## src/rtl/display_scan_if.sv

```systemverilog
// Bundle between a digit-code host and the display scan driver:
// the host writes digit codes in, the decoder-facing code bus and digit selects come out.
interface display_scan_if #(
    parameter int NUM_DIGITS = 4
) ();
    logic                  enable;
    logic                  wr_en;
    logic [2:0]            wr_addr;
    logic [2:0]            wr_data;
    logic                  A;
    logic                  B;
    logic                  C;
    logic [NUM_DIGITS-1:0] DIG;
    logic                  frame_done;

    modport master (
        output enable, wr_en, wr_addr, wr_data,
        input  A, B, C, DIG, frame_done
    );

    modport slave (
        input  enable, wr_en, wr_addr, wr_data,
        output A, B, C, DIG, frame_done
    );
endinterface

```

## src/rtl/display_scan_driver.sv

```systemverilog
// Time-multiplexes NUM_DIGITS 3-bit codes onto one A/B/C bus with active-low digit selects,
// a blanking guard at the start of every slot and frame-boundary commit of new codes.
//
// state | meaning
// ------+-----------------------------------------------------------
// BLANK | cnt < BLANK_CYCLES: all digits off, code bus settling
// SHOW  | cnt >= BLANK_CYCLES: digit idx driven low, code held
module display_scan_driver #(
    parameter int NUM_DIGITS   = 4,
    parameter int SCAN_DIV     = 50000,
    parameter int BLANK_CYCLES = 2
) (
    input logic          clk,
    input logic          rst,
    display_scan_if.slave bus
);
    localparam int IDX_W = $clog2(NUM_DIGITS);
    localparam int CNT_W = $clog2(SCAN_DIV);

    localparam logic [3:0]       NUM_DIGITS_V = 4'(NUM_DIGITS);
    localparam logic [IDX_W-1:0] IDX_LAST     = IDX_W'(NUM_DIGITS - 1);
    localparam logic [CNT_W-1:0] CNT_LAST     = CNT_W'(SCAN_DIV - 1);
    localparam logic [CNT_W-1:0] CNT_BLANK    = CNT_W'(BLANK_CYCLES);

    typedef enum logic {
        ST_BLANK = 1'b0,
        ST_SHOW  = 1'b1
    } state_t;

    state_t                state;
    logic [CNT_W-1:0]      cnt;
    logic [CNT_W-1:0]      cnt_inc;
    logic [IDX_W-1:0]      idx;
    logic [2:0]            shadow     [NUM_DIGITS];
    logic [2:0]            shadow_nxt [NUM_DIGITS];
    logic [2:0]            active     [NUM_DIGITS];
    logic [2:0]            code_q;
    logic [NUM_DIGITS-1:0] dig_q;
    logic [NUM_DIGITS-1:0] dig_sel;
    logic                  frame_done_q;

    // Post-write view of the shadow bank; a commit on the same edge picks up the new code.
    always_comb begin
        shadow_nxt = shadow;
        if (bus.wr_en && ({1'b0, bus.wr_addr} < NUM_DIGITS_V)) begin
            shadow_nxt[bus.wr_addr[IDX_W-1:0]] = bus.wr_data;
        end
    end

    always_comb begin
        cnt_inc = cnt + 1'b1;
        dig_sel = '1;
        for (int i = 0; i < NUM_DIGITS; i++) begin
            if (idx == IDX_W'(i)) begin
                dig_sel[i] = 1'b0;
            end
        end
    end

    always_ff @(posedge clk) begin
        if (rst) begin
            state        <= ST_BLANK;
            cnt          <= '0;
            idx          <= '0;
            shadow       <= '{default: '0};
            active       <= '{default: '0};
            code_q       <= '0;
            dig_q        <= '1;
            frame_done_q <= 1'b0;
        end else begin
            shadow       <= shadow_nxt;
            frame_done_q <= 1'b0;
            if (!bus.enable) begin
                state  <= ST_BLANK;
                cnt    <= '0;
                idx    <= '0;
                active <= shadow_nxt;
                code_q <= active[0];
                dig_q  <= '1;
            end else begin
                // Outputs reflect the current cnt/idx; the code stays fixed across the slot.
                code_q <= active[idx];
                dig_q  <= (state == ST_SHOW) ? dig_sel : '1;
                if (cnt == CNT_LAST) begin
                    cnt   <= '0;
                    state <= ST_BLANK;
                    if (idx == IDX_LAST) begin
                        idx          <= '0;
                        active       <= shadow_nxt;
                        frame_done_q <= 1'b1;
                    end else begin
                        idx <= idx + 1'b1;
                    end
                end else begin
                    cnt   <= cnt_inc;
                    state <= (cnt_inc < CNT_BLANK) ? ST_BLANK : ST_SHOW;
                end
            end
        end
    end

    assign bus.A          = code_q[2];
    assign bus.B          = code_q[1];
    assign bus.C          = code_q[0];
    assign bus.DIG        = dig_q;
    assign bus.frame_done = frame_done_q;
endmodule
```

## src/flat_wrapper.sv

```systemverilog
// flat-port wrapper written by rule: the top's interface ports become plain ports
module display_scan_driver_flat 
#(
    parameter int NUM_DIGITS   = 4,
    parameter int SCAN_DIV     = 50000,
    parameter int BLANK_CYCLES = 2
)
  (clk, rst, bus_enable, bus_wr_en, bus_wr_addr, bus_wr_data, bus_A, bus_B, bus_C, bus_DIG, bus_frame_done);
  display_scan_if #(.NUM_DIGITS(NUM_DIGITS)) bus_i ();
  input logic clk;
  input logic rst;
  input wire logic [$bits(bus_i.enable)-1:0] bus_enable;
  input wire logic [$bits(bus_i.wr_en)-1:0] bus_wr_en;
  input wire logic [$bits(bus_i.wr_addr)-1:0] bus_wr_addr;
  input wire logic [$bits(bus_i.wr_data)-1:0] bus_wr_data;
  output wire logic [$bits(bus_i.A)-1:0] bus_A;
  output wire logic [$bits(bus_i.B)-1:0] bus_B;
  output wire logic [$bits(bus_i.C)-1:0] bus_C;
  output wire logic [$bits(bus_i.DIG)-1:0] bus_DIG;
  output wire logic [$bits(bus_i.frame_done)-1:0] bus_frame_done;
  assign bus_i.enable = bus_enable;
  assign bus_i.wr_en = bus_wr_en;
  assign bus_i.wr_addr = bus_wr_addr;
  assign bus_i.wr_data = bus_wr_data;
  assign bus_A = bus_i.A;
  assign bus_B = bus_i.B;
  assign bus_C = bus_i.C;
  assign bus_DIG = bus_i.DIG;
  assign bus_frame_done = bus_i.frame_done;
  display_scan_driver #(.NUM_DIGITS(NUM_DIGITS), .SCAN_DIV(SCAN_DIV), .BLANK_CYCLES(BLANK_CYCLES)) u_core (.clk(clk), .rst(rst), .bus(bus_i));
endmodule
```

## config.mk

```make
export PLATFORM = sky130hd
export DESIGN_NAME = display_scan_driver_flat
export DESIGN_NICKNAME = d
export VERILOG_FILES = /design/src/rtl/display_scan_if.sv /design/src/rtl/display_scan_driver.sv /design/src/flat_wrapper.sv
export SDC_FILE = /design/constraint.sdc
export NUM_CORES = 1
export LEC_CHECK = 0
export CAP_MARGIN = 25
export CORE_MARGIN = 1
export CORE_UTILIZATION = 55
export CTS_CLUSTER_SIZE = 28
export DETAILED_ROUTE_END_ITERATION = 10
export GPL_TIMING_DRIVEN = 0
export PLACE_DENSITY = 0.87
export SYNTH_ARGS = -nofsm -noshare
export SYNTH_HDL_FRONTEND = slang
export SYNTH_SLANG_ARGS = --single-unit
```

## constraint.sdc

```tcl
create_clock -name clk -period 4.5 [get_ports clk]
set_input_delay 0.45 -clock clk [delete_from_list [all_inputs] [get_ports clk]]
set_output_delay 0.45 -clock clk [all_outputs]
set_load 0.02 [all_outputs]
```

==> results of run 1 <==
[kinds of logic after synthesis]
family,after synthesis
AOI/OAI and AO/OA,31
xor gates and xnor gates,16
adders and majority gates,5
buffers and inverters,18
DFF,51
muxes,17
and+or+nand+nor,90
[worst max path at each step]
stage                                 to  slack [ns]  depth (start not counted)
after floorplan             u_core.state        2.78                          6
after global placement    u_core.cnt[11]        2.27                          5
after detailed placement   u_core.cnt[8]        2.23                          5
after CTS                   u_core.state        2.46                          6
after global routing        u_core.state        2.27                          6
final                       u_core.state        2.40                          6
[cell usage after synthesis (all sizes together)]
library cell,n,share of area
and3,2,0.0055
dfxtp,51,0.45
and4,4,0.015
o21ai,2,0.0094
a211o,2,0.0077
nand4,6,0.030
inv,4,0.0066
a21oi,2,0.0044
clkbuf,5,0.0083
nand3,11,0.024
mux2i,16,0.071
xnor2,10,0.039
buf,9,0.022
and4bb,2,0.011
nor4,3,0.011
nor2b,2,0.0055
nor4b,5,0.031
a211oi,7,0.023
nor2,37,0.062
o22a,9,0.035
xor2,6,0.023
nand2,10,0.017
mux2,1,0.0050
or4,2,0.0066
o211ai,1,0.0033
a31oi,2,0.0055
nor3,4,0.011
o31ai,4,0.013
and4b,1,0.0044
o31a,1,0.0039
nand4b,1,0.0039
o21a,1,0.0033
ha,5,0.028
[sequential cells by signal, indices dropped and copies added, names as in the netlist]
name,flops
u_core.idx,2
u_core.code_q,3
u_core.active,12
u_core.state,1
u_core.cnt,16
u_core.shadow,12
u_core.bus.DIG,4
u_core.bus.frame_done,1
[layout by cell type, fill, tap and decap left out, types with 3 or more instances in the layout]
master,count
clkbuf_8,5
clkdlybuf4s50_1,17
and4_1,4
xor2_1,6
nand3_1,11
nor2_1,36
nand4_1,4
inv_1,4
dfxtp_1,51
buf_2,7
nand2_1,10
o31ai_1,4
nor3_1,3
o22a_1,9
xnor2_1,10
ha_1,5
clkbuf_1,6
mux2i_1,16
a211oi_1,7
[routing by layer]
metal | vias to the layer above | routed length, um | global-route usage
li1 | 865 | - | -
met1 | 818 | 2080 | 0.280
met2 | 63 | 2050 | 0.367
met3 | 11 | 224 | 0.0379
met4 | 0 | 87 | 0.104
met5 | - | 0 | 0
[area by class of cell]
type                            count  area [sq um]  share of cell area
Multi-Input combinational cell    159          1160               0.450
Sequential cell                    51          1020               0.395
Timing Repair Buffer               17           170              0.0659
Clock buffer                        6          72.6              0.0281
Buffer                             14          68.8              0.0266
Tap cell                           48          60.1              0.0233
Inverter                            4          15.0             0.00581
Clock inverter                      2          12.5             0.00484
[worst register-to-register path: cells and delay by family, from the launching register on]
kind | cells | cell delay [ns]
compound gates | 2 | 0.33
fa+ha+maj | 1 | 0.28
flops | 1 | 0.45
mux | 1 | 0.35
simple gates | 2 | 0.58
[power groups by stage]
stage | Sequential [mW] | Clock (mW) | Combinational, mW
floorplan | 0.478 | 0 | 0.0261
global placement | 0.478 | 0 | 0.0466
detailed placement | 0.478 | 0 | 0.0481
CTS | 0.468 | 0.256 | 0.0486
global route | 0.469 | 0.273 | 0.0527
finish | 0.468 | 0.255 | 0.0485
[through the flow]
| step | hold WS (ns) | worst slack (ns) |
|---|---|---|
| 2_1_floorplan | 0.408 | 2.78 |
| 3_3_place_gp | 0.431 | 2.27 |
| 3_5_place_dp | 0.433 | 2.23 |
| 4_1_cts | 0.452 | 2.46 |
| 5_1_grt | 0.480 | 2.27 |
| 6_report | 0.451 | 2.40 |
==> out/summary.json, run 1 <==
{
  "global_routing": {
    "track_usage": 0.223,
    "globalRoute.totalOverflow": 0,
    "antenna_found_initial": 0,
    "first_global_vias": 1668,
    "grt_pass1_wl_mm": 7.36,
    "grt_max_degree": 16
  },
  "finish": {
    "drive_above_1_share": 0.103,
    "syn_to_final_growth_pct": 13.9,
    "layout.cells.non_filler": 301,
    "n_fill_cell": 291,
    "finish.net_count": 267,
    "diodes": 0,
    "final_core_util": 0.680,
    "finalInstanceArea_sq_um": 2580
  },
  "power_and_ir_drop": {
    "power.share.sequential": 0.606,
    "p_leak_nw": 0.956,
    "power.share.switching": 0.230,
    "power.ir.vdd_worst_mv": 0.138,
    "pwr_dens_nw_per_um2": 299,
    "cell_internal_pwr_uw": 594,
    "total_power_uw": 771,
    "power.clock.fraction": 0.331,
    "power.net_switching_uw": 178,
    "p_comb_frac": 0.063
  },
  "sta": {
    "timing.final.setup_violations": 0,
    "maxSlewHeadroom": 0.613,
    "finalClockSkew_ns": 0.0103,
    "fin_tns_setup_ns": 0,
    "worst_pin_slew_ns": 0.579,
    "timing_hold_violations_final": 0,
    "final_period_minus_worst_setup_slack_ns": 2.10,
    "maxClockFrequency_ghz": 0.476,
    "timing.final.max_slew_violations": 0,
    "period_share": 0.467,
    "rsz0062_at_grt": "false"
  },
  "floorplan": {
    "pin_count": 18,
    "floorplan.die_area_sq_um": 4380,
    "chipHeight_um": 66.2,
    "design.core.area_sq_um": 3800,
    "die_width_um": 66.2,
    "fp-row-count": 22,
    "initial_core_util": 0.597
  },
  "clock_network": {
    "cts_resized": 0,
    "cts.path.max_buffers": 2,
    "cts_inserted_buffers": 5,
    "h-tree-depth": 2,
    "cts_setup_buffers": 0,
    "clk_latency_ns": 0.30,
    "worst_setup_hold_path_clk_slew_ns": 0.09,
    "tritoncts_num_sinks": 51,
    "cts_hold_buf": 0,
    "tritoncts_clock_tree": "yes",
    "cell_at_the_root_of_the_clock_tree": "clkbuf_8"
  },
  "synthesis": {
    "combinational_family_with_the_most_area_after_synthesis": "simple AND/OR/NAND/NOR gates",
    "post_syn_area_sq_um": 2270,
    "yosys.cell_types.count": 42,
    "synth-compound-area-share": 0.109,
    "yosys.area_share.simple": 0.239,
    "synthesized_area_fraction_occupied_by_xor_and_xnor_cells": 0.0618,
    "synth-warning-count": 0,
    "synth_mux_area_frac": 0.0756,
    "nets_in_the_synthesized_netlist": 243,
    "synth_seq_cells": 51,
    "adder_cell_share_of_the_synthesized_area": 0.0276,
    "syn_avg_cell_area_sq_um": 9.94,
    "seq_area_frac_synth": 0.450,
    "synthesis.instances": 228
  },
  "routing": {
    "totalWireLength_mm": 4.44,
    "antenna_left": 0,
    "drt-wirelength-per-cell_um": 14.7,
    "vias_per_cell": 5.84,
    "route.vias.total": 1757,
    "remaining_drc_errors": 0,
    "dr.pass1.iters": 4,
    "drt_first_iter_violations": 110
  },
  "critical_path": {
    "max_stage_delay_ns": 0.45,
    "timing.critical_path.fanout_max": 7,
    "timing.critical_path.from": "u_core.cnt[0]",
    "worstSetupEndpointType": "flop",
    "cp.buffers_inverters": 0,
    "path_cells": "ha_1, nand3_1, nor3_2, mux2_1, o21ai_0, a31oi_1",
    "worst_r2r_endpoint": "u_core.state",
    "r2r_cells": 6,
    "start_kind": "flop",
    "slowest_stage": "dfxtp_1",
    "critical-path-top-delay-family": "simple AND/OR/NAND/NOR gates",
    "crit-reg2reg-launch": "u_core.cnt[0]",
    "critPathKind": "reg -> reg",
    "worst_ep_required_time_ns": 4.69,
    "r2r_setup_slack_ns": 2.40,
    "cp.arrival_ns": 2.29
  },
  "min_path": {
    "hold_path_class": "reg -> reg",
    "source_of_the_worst_hold_timing_path": "u_core.state",
    "hold_depth": 1,
    "worstHoldEndpoint": "u_core.bus.DIG[2]"
  },
  "placement": {
    "dpl.hpwl_mm": 3.13,
    "routabilityCongestion": 0.859,
    "placed_area_sq_um": 2500,
    "placed_cells": 293,
    "numPortBuffers": 17
  },
  "run_status": {
    "status": "finished, final reports clean"
  },
  "flow_run": {
    "max_capacitance_violation_total": 0
  }
}
(Power assumes the default switching activity.)
==> run 2: changes to the inputs <==
Settings changed: CORE_UTILIZATION 55 to 51, PLACE_DENSITY 0.87 to 0.85.
Clock period 4.5 ns to 1.86 ns, I/O delays scaled along.
==> run 2 against run 1 <==
Against the previous run: clock power grew to 2.6 times the previous value; first-iteration DRC count grew 0.91%; non-clock buffer count grew 6; combinational power grew to 2.5 times the previous value; die area grew 7.6%; clock skew is essentially flat; final area grew 4.4%; utilization shrank 2.9 points; global-route usage shrank 0.84 points; critical path depth grew 1; critical endpoint is now u_core.active[10]; largest cell class unchanged; highest routed layer unchanged.
==> out/summary.json, run 2 (synthesis gave the netlist of run 1 again) <==
{
  "sta": {
    "timing_hold_violations_final": 0,
    "maxSlewHeadroom": 0.633,
    "worst_pin_slew_ns": 0.548,
    "finalClockSkew_ns": 0.0107,
    "timing.final.max_slew_violations": 0,
    "fin_tns_setup_ns": 0,
    "maxClockFrequency_ghz": 0.554,
    "timing.final.setup_violations": 0,
    "period_share": 0.970,
    "final_period_minus_worst_setup_slack_ns": 1.80
  },
  "finish": {
    "layout.area.seq_sq_um": 1030,
    "most-common-layout-cells": "dfxtp_1, nor2_1, clkdlybuf4s50_1",
    "layout.cells.non_filler": 309,
    "largest_registers": "u_core.cnt x16, u_core.active x12, u_core.shadow x12",
    "most_common_cell_after_layout_fill_and_taps_aside": "dfxtp_1",
    "finish.net_count": 273,
    "regMostFlops": "u_core.cnt",
    "syn_to_final_growth_pct": 18.9,
    "multiInputGateArea_sq_um": 1200,
    "final_core_util": 0.651,
    "n_fill_cell": 309,
    "largest_reg_flops": 16,
    "diodes": 0,
    "drive_above_1_share": 0.166,
    "finalInstanceArea_sq_um": 2700
  },
  "clock_network": {
    "cts_hold_buf": 0,
    "worst_setup_hold_path_clk_slew_ns": 0.09,
    "cts_inserted_buffers": 5,
    "cell_at_the_root_of_the_clock_tree": "clkbuf_8",
    "tritoncts_clock_tree": "yes",
    "cts.path.max_buffers": 2,
    "clk_latency_ns": 0.30,
    "tritoncts_num_sinks": 51,
    "h-tree-depth": 2
  },
  "routing": {
    "drt-wirelength-per-cell_um": 14.9,
    "totalWireLength_mm": 4.60,
    "drt_first_iter_violations": 111,
    "wl_met1_mm": 2.15,
    "remaining_drc_errors": 0,
    "met3RoutedLength_um": 166,
    "vias_per_cell": 5.75,
    "antenna_left": 0,
    "topRoutingLayerUsed": "met4",
    "route.vias.total": 1778,
    "dr.pass1.iters": 4,
    "met2_wirelength_mm": 2.21
  },
  "global_routing": {
    "antenna_found_initial": 0,
    "first_global_vias": 1638,
    "track_usage": 0.214,
    "grt_max_degree": 16,
    "globalRoute.totalOverflow": 0,
    "grt_pass1_wl_mm": 7.36
  },
  "floorplan": {
    "floorplan.die_area_sq_um": 4720,
    "die_width_um": 68.7,
    "fp-row-count": 23,
    "pin_count": 18,
    "initial_core_util": 0.547,
    "chipHeight_um": 68.7,
    "design.core.area_sq_um": 4140
  },
  "flow_run": {
    "max_capacitance_violation_total": 0
  },
  "power_and_ir_drop": {
    "pwr_dens_nw_per_um2": 707,
    "p_leak_nw": 1.01,
    "power.ir.vdd_worst_mv": 0.280
  },
  "critical_path": {
    "critPathKind": "reg -> reg",
    "timing.critical_path.mode_cell": "buf_4",
    "max_stage_delay_ns": 0.35,
    "cp.arrival_ns": 2.05,
    "r2r_setup_slack_ns": 0.06,
    "path_cells": "buf_4, nor4b_4, nand4_4, o21ai_4, buf_4, buf_4, o22a_1",
    "timing.critical_path.fanout_max": 10,
    "worst_ep_required_time_ns": 2.11,
    "cp.buffers_inverters": 3,
    "critical-path-top-delay-family": "simple AND/OR/NAND/NOR gates",
    "worstSetupEndpointType": "flop",
    "start_kind": "flop",
    "slowest_stage": "dfxtp_2"
  },
  "placement": {
    "routabilityCongestion": 0.782,
    "dpl.hpwl_mm": 3.13,
    "placed_cells": 295,
    "placed_area_sq_um": 2500,
    "numPortBuffers": 17
  },
  "run_status": {
    "status": "finished, final reports clean"
  },
  "min_path": {
    "hold_path_class": "reg -> reg"
  }
}
run 2: power by group:
part,leakage [nW],internal [mW],switching [mW]
Combinational,0.545,0.0599,0.0625
Clock,0.0484,0.305,0.347
Sequential,0.417,1.12,0.0151
run 2: final cells by class:
type                    instances  share of cell area
multi-input cells             159               0.446
repair buffers                 24              0.0826
clock buffers                   7              0.0320
clock inverters                 1             0.00325
plain buffers                  13              0.0251
well taps                      50              0.0232
inverters                       4             0.00557
flip-flops and latches         51               0.382
run 2: per-layer routing:
metal,global-route usage,up-vias
met3,0.0493,8
li1,-,876
met2,0.333,44
met1,0.279,850
met5,0,-
met4,0.0990,0
run 2: metrics by stage:
step / setup WS, ns / total power, mW / hold WS, ns
2_1_floorplan: 0.141 / 1.22 / 0.282
3_3_place_gp: -0.0941 / 1.27 / 0.433
3_5_place_dp: -0.164 / 1.27 / 0.434
4_1_cts: 0.0211 / 1.92 / 0.450
5_1_grt: -0.0206 / 1.98 / 0.480
6_report: 0.0560 / 1.91 / 0.456
run 2: final timing paths:
check,startpoint,endpoint,cells after the start
hold / removal,u_core.state,u_core.bus.DIG[3],1
setup reg to reg,u_core.cnt[4],u_core.active[10],7
setup / recovery,u_core.cnt[4],u_core.active[10],7
hold reg to reg,u_core.state,u_core.bus.DIG[3],1
run 2: what timing repair did:
item / 4_1_cts / 5_1_grt
endpoints found under the setup margin: 25 / 14
endpoints found under the hold margin: 0 / 0
gates resized for setup: 7 / 10
pin swaps: 2 / 5
setup buffers: 1 / 6
==> RTL change 1: new RTL, settings of run 2 <==
`SCAN_DIV` is set to 50000 in 2 places; all go to 200000.
--- a/src/rtl/display_scan_driver.sv
+++ b/src/rtl/display_scan_driver.sv
@@ -7,7 +7,7 @@
 // SHOW  | cnt >= BLANK_CYCLES: digit idx driven low, code held
 module display_scan_driver #(
     parameter int NUM_DIGITS   = 4,
-    parameter int SCAN_DIV     = 50000,
+    parameter int SCAN_DIV     = 200000,
     parameter int BLANK_CYCLES = 2
 ) (
     input logic          clk,
--- a/src/flat_wrapper.sv
+++ b/src/flat_wrapper.sv
@@ -2,7 +2,7 @@
 module display_scan_driver_flat 
 #(
     parameter int NUM_DIGITS   = 4,
-    parameter int SCAN_DIV     = 50000,
+    parameter int SCAN_DIV     = 200000,
     parameter int BLANK_CYCLES = 2
 )
   (clk, rst, bus_enable, bus_wr_en, bus_wr_addr, bus_wr_data, bus_A, bus_B, bus_C, bus_DIG, bus_frame_done);
Behaviour: no difference found for any inputs over 10 cycles, from zero or initial values and one cycle with rst high; that may be too few to reach the edited logic, so the function may still have changed.
==> RTL change 1 against run 2 <==
  * Routed wire length down 1.7%
  * Non-clock buffer count down 2
  * Largest power group unchanged
  * Sequential cell count is 2 higher
  * Worst setup slack improved by 0.047 ns
  * Power grew 7.7%
  * Synthesized area increased by 4.5%
  * Design area increased by 2.2%
==> RTL change 1: results (changes against run 2) <==
stage	metric	value	unit	change
outcome	status	completed		
layout	nets@finish	278		+1.8%
drt	vias per cell	5.498		-4.4%
setup_path	crit path from	u_core.cnt[6]$_SDFF_PP0_		
yosys	sequential fraction of the synthesis area	44.80	%	-0.24 points
hold_path	min-delay src	bus_enable		
yosys	cells after synthesis	235		+3.1%
grt	vias in the first global route	1708		+4.3%
yosys	synthesized netlist net count	250		+2.9%
layout	biggest regs	u_core.cnt x18, u_core.active x12, u_core.shadow x12		
power	peak supply drop	0.5142	mV	+84%
place	GP Congestion	0.8627		+10%
setup_path	CP max stage cell	dfxtp_1		
power	leak pwr	1.091	nW	+7.9%
setup_path	setup slack, reg-to-reg	0.10	ns	+0.05 ns
timing	Setup Skew	0.01138	ns	+0.0006422 ns
layout	register area	1065	um2	+3.4%
hold_path	Hold EP	u_core.idx[1]$_SDFFE_PP0P_		
timing	Fin Hold WS	0.3986	ns	-0.05704 ns
yosys	distinct cell type count after synthesis	49		+17%
place	dpl ws	-0.1448	ns	+0.01964 ns
setup_path	arrival time at the worst endpoint	1.95	ns	-0.10 ns
place	Placed Area	2594	um2	+3.8%
place	dpl cells	303		+2.7%
setup_path	reg-to-reg endpoint	u_core.active[0]$_SDFFE_PP0P_		
yosys	top cells by area, synth	dfxtp_1, mux2i_1, nor2_1, o22a_1, xnor2_1		
layout	Layout fillers	359		+16%
timing	max_slew headroom	62.89	%	-0.45 points
yosys	Synth top area share	44.80	%	-0.24 points
layout	proportion of layout cells with a drive suffix above 1	14.83	%	-1.8 points
[RTL change 1: final cells by class]
cell class                      count  area share (%)
Multi-Input combinational cell    163           43.85
Sequential cell                    53           38.63
Timing Repair Buffer               21           7.172
Buffer                             14           3.541
Clock buffer                        5           2.497
Tap cell                           52           2.360
Clock inverter                      2           1.271
Inverter                            5          0.6809
[RTL change 1: worst max path at each step]
stage	endpoint	slack [ns]
2_1_floorplan	u_core.active[0]$_SDFFE_PP0P_	0.11
3_3_place_gp	u_core.active[2]$_SDFFE_PP0P_	-0.07
3_5_place_dp	u_core.active[4]$_SDFFE_PP0P_	-0.14
4_1_cts	u_core.cnt[16]$_SDFF_PP0_	0.009
5_1_grt	u_core.cnt[11]$_SDFF_PP0_	0.009
6_report	u_core.active[0]$_SDFFE_PP0P_	0.10
[RTL change 1: layer usage]
layer  routed length, um  GRT usage, %
met5                   0             0
met4                  57         6.222
met3                 187         5.628
met2                2318         35.04
met1                1957         23.72
[RTL change 1: repair_timing]
item,CTS,global route
gates resized for setup,2,5
endpoints found under the setup margin,22,21
buffers inserted,1,4
gates cloned,0,0
endpoints found under the hold margin,0,0
pin swaps,1,0
[RTL change 1: logic make-up (layout without fill, tap and decap cells)]
kind of cell	count (synthesis)	count (layout)	share of synthesized area, %
adders and majority gates	5	5	2.641
AOI/OAI and AO/OA	28	28	10.09
muxes	17	17	7.290
xor gates and xnor gates	21	21	7.765
DFF	53	53	44.80
and+or+nand+nor	92	92	22.66
buffers and inverters	19	47	4.754
[RTL change 1: power by group]
group,switching (W),internal [W],total (W)
clock network,0.000355,0.000391,0.000747
logic,0.0000636,0.0000686,0.000132
registers,0.0000137,0.00116,0.00117
==> RTL change 2: new RTL, config.mk and constraints of run 2 <==
Without the edit above. Make the reset (`rst`) asynchronous in one clocked block.
--- a/src/rtl/display_scan_driver.sv
+++ b/src/rtl/display_scan_driver.sv
@@ -57,7 +57,7 @@
         end
     end
 
-    always_ff @(posedge clk) begin
+    always_ff @(posedge clk or posedge rst) begin
         if (rst) begin
             state        <= ST_BLANK;
             cnt          <= '0;
Formal check against the unedited RTL: differs if rst is asserted again (counterexample within 4 cycles, from zero or initial values and one cycle with rst high); with rst held inactive, the same outputs for 10 cycles.
==> RTL change 2 against run 2 <==
  * Non-clock buffer count decreased by 5
  * Fmax decreased by 6.2%
  * Sequential cell count unchanged
  * Count of clock-buffer cells in the layout decreased by 1
  * The run now ends with DRC, setup timing left
  * Die area increased by 5.4%
  * Largest cell class is now sequential cells
  * Routed wire length increased by 2.2%
  * Worst setup slack got worse by 0.12 ns
  * Synthesized area increased by 5.6%
  * Final cell count decreased by 5.5%
  * Global-route usage decreased by 0.49 points
  * Design area increased by 7.1%
Power is not compared: it rests on default switching activity, and its combinational part moved more than twofold at a synthesized area within 25%.
==> RTL change 2: results (changes against run 2) <==
stage	metric	value	unit	change
timing	Fin Hold WS	0.2062	ns	-0.2494 ns
outcome	violated checks	DRC, setup timing		
setup_path	r2r worst-path depth	8		+1
setup_path	reg-to-reg endpoint	u_core.active[5]$_DFFE_PP0P_		
yosys	asr flop ratio synth	100.0	%	+100 points
clocking	Num CTS Buffers	5		unchanged
setup_path	arrival time at the worst endpoint	2.13	ns	+0.08 ns
timing	final setup margin	-0.06384	ns	-0.1198 ns
grt	largest net degree at the start of global routing	30		+14
yosys	distinct cell type count after synthesis	39		-7.1%
die	# Taps	52		+4.0%
grt	vias in the first global route	1684		+2.8%
layout	number of non-clock inverters in the layout	6		+2
place	GP Congestion	0.8420		+7.7%
drt	met2 WL	2246	um	+1.7%
layout	register area	1281	um2	+24%
power	peak supply drop	0.5762	mV	
setup_path	WS Path Type	reg2reg		
layout	Layout non-clock buf frac	10.26	%	-0.50 points
layout	clkbuf count	6		-1
clocking	post-cts sizing count	8		+1
clocking	clk slew on worst S/H paths	0.10	ns	
yosys	main flop type after synthesis	dfrtp_1		
layout	clock-cell share of area	3.075	%	-0.45 points
place	dpl ws	-0.3251	ns	-0.1607 ns
setup_path	CP max stage cell	dfrtp_1		
drt	WL met1	2235	um	+3.9%
setup_path	Reg2Reg Launch Point	u_core.cnt[0]$_DFF_PP0_		
layout	footprint of the multi-input gates	1135	um2	-5.7%
drt	drc violations	4		+4
place	Placed Area	2656	um2	+6.3%
layout	proportion of layout cells with a drive suffix above 1	22.92	%	+6.3 points
grt	met1 Usage GRT	28.84	%	+0.94 points
setup_path	max incr delay on CP	0.42	ns	+0.07 ns
yosys	commonest cells in the netlist	dfrtp_1, nor2_1, nand2_1		
drt	WL met3	168	um	+1.2%
outcome	status	finished, violations left		
layout	bufs w/o clock	32		-14%
layout	nets@finish	254		-7.0%
clocking	clock latency on the worst-skew pair	0.32	ns	+0.02 ns
timing	Slew @ Worst Pin	0.5629	ns	+0.01442 ns
timing	Setup TNS	-0.6435	ns	-0.6435 ns
drt	vias per cell	5.592		-2.8%
grt	first-pass GRT wire length	7976	um	+8.3%
yosys	top cells by area, synth	dfrtp_1, mux2_2, mux2_1, dfstp_2, nor2_1		
timing	setup violators final	13		+13
yosys	syn_area_per_cell	11.68	um2	+17%
drt	DR pass1 iterations	7		+3
grt	M3 GR Usage	4.762	%	-0.17 points
power	leak pwr	1.259	nW	
timing	Setup Skew	0.01288	ns	+0.002141 ns
drt	Vias	1633		-8.2%
place	dpl cells	275		-6.8%
yosys	sequential fraction of the synthesis area	53.53	%	+8.5 points
drt	drt first-iter violations	114		+2.7%
yosys	Yosys warnings	0		unchanged
place	final HPWL from detailed placement	3084	um	-1.5%
drt	Detailed Route WL	4701	um	+2.2%
## RTL change 2: cells by family (layout without fill, tap and decap cells)
kind of cell             count (synthesis)  in the layout  synth area share [%]
adder cells (fa/ha/maj)                  5              5                 2.614
multiplexers                            30             30                 13.85
XOR/XNOR                                17             17                 6.220
buffers and inverters                   11             46                 2.248
AND/OR/NAND/NOR                         77             77                 16.99
flip-flops                              51             51                 53.53
AO/OA/AOI/OAI                           14             14                 4.548
## RTL change 2: worst max path at each step
stage / endpoint / depth (start not counted)
after floorplan: u_core.active[0]$_DFFE_PP0P_ / 8
after global placement: u_core.shadow[11]$_DFF_PP0_ / 2
after detailed placement: u_core.active[1]$_DFFE_PP0P_ / 8
after CTS: u_core.active[5]$_DFFE_PP0P_ / 8
after global routing: u_core.active[8]$_DFFE_PP0P_ / 8
final: u_core.active[5]$_DFFE_PP0P_ / 8
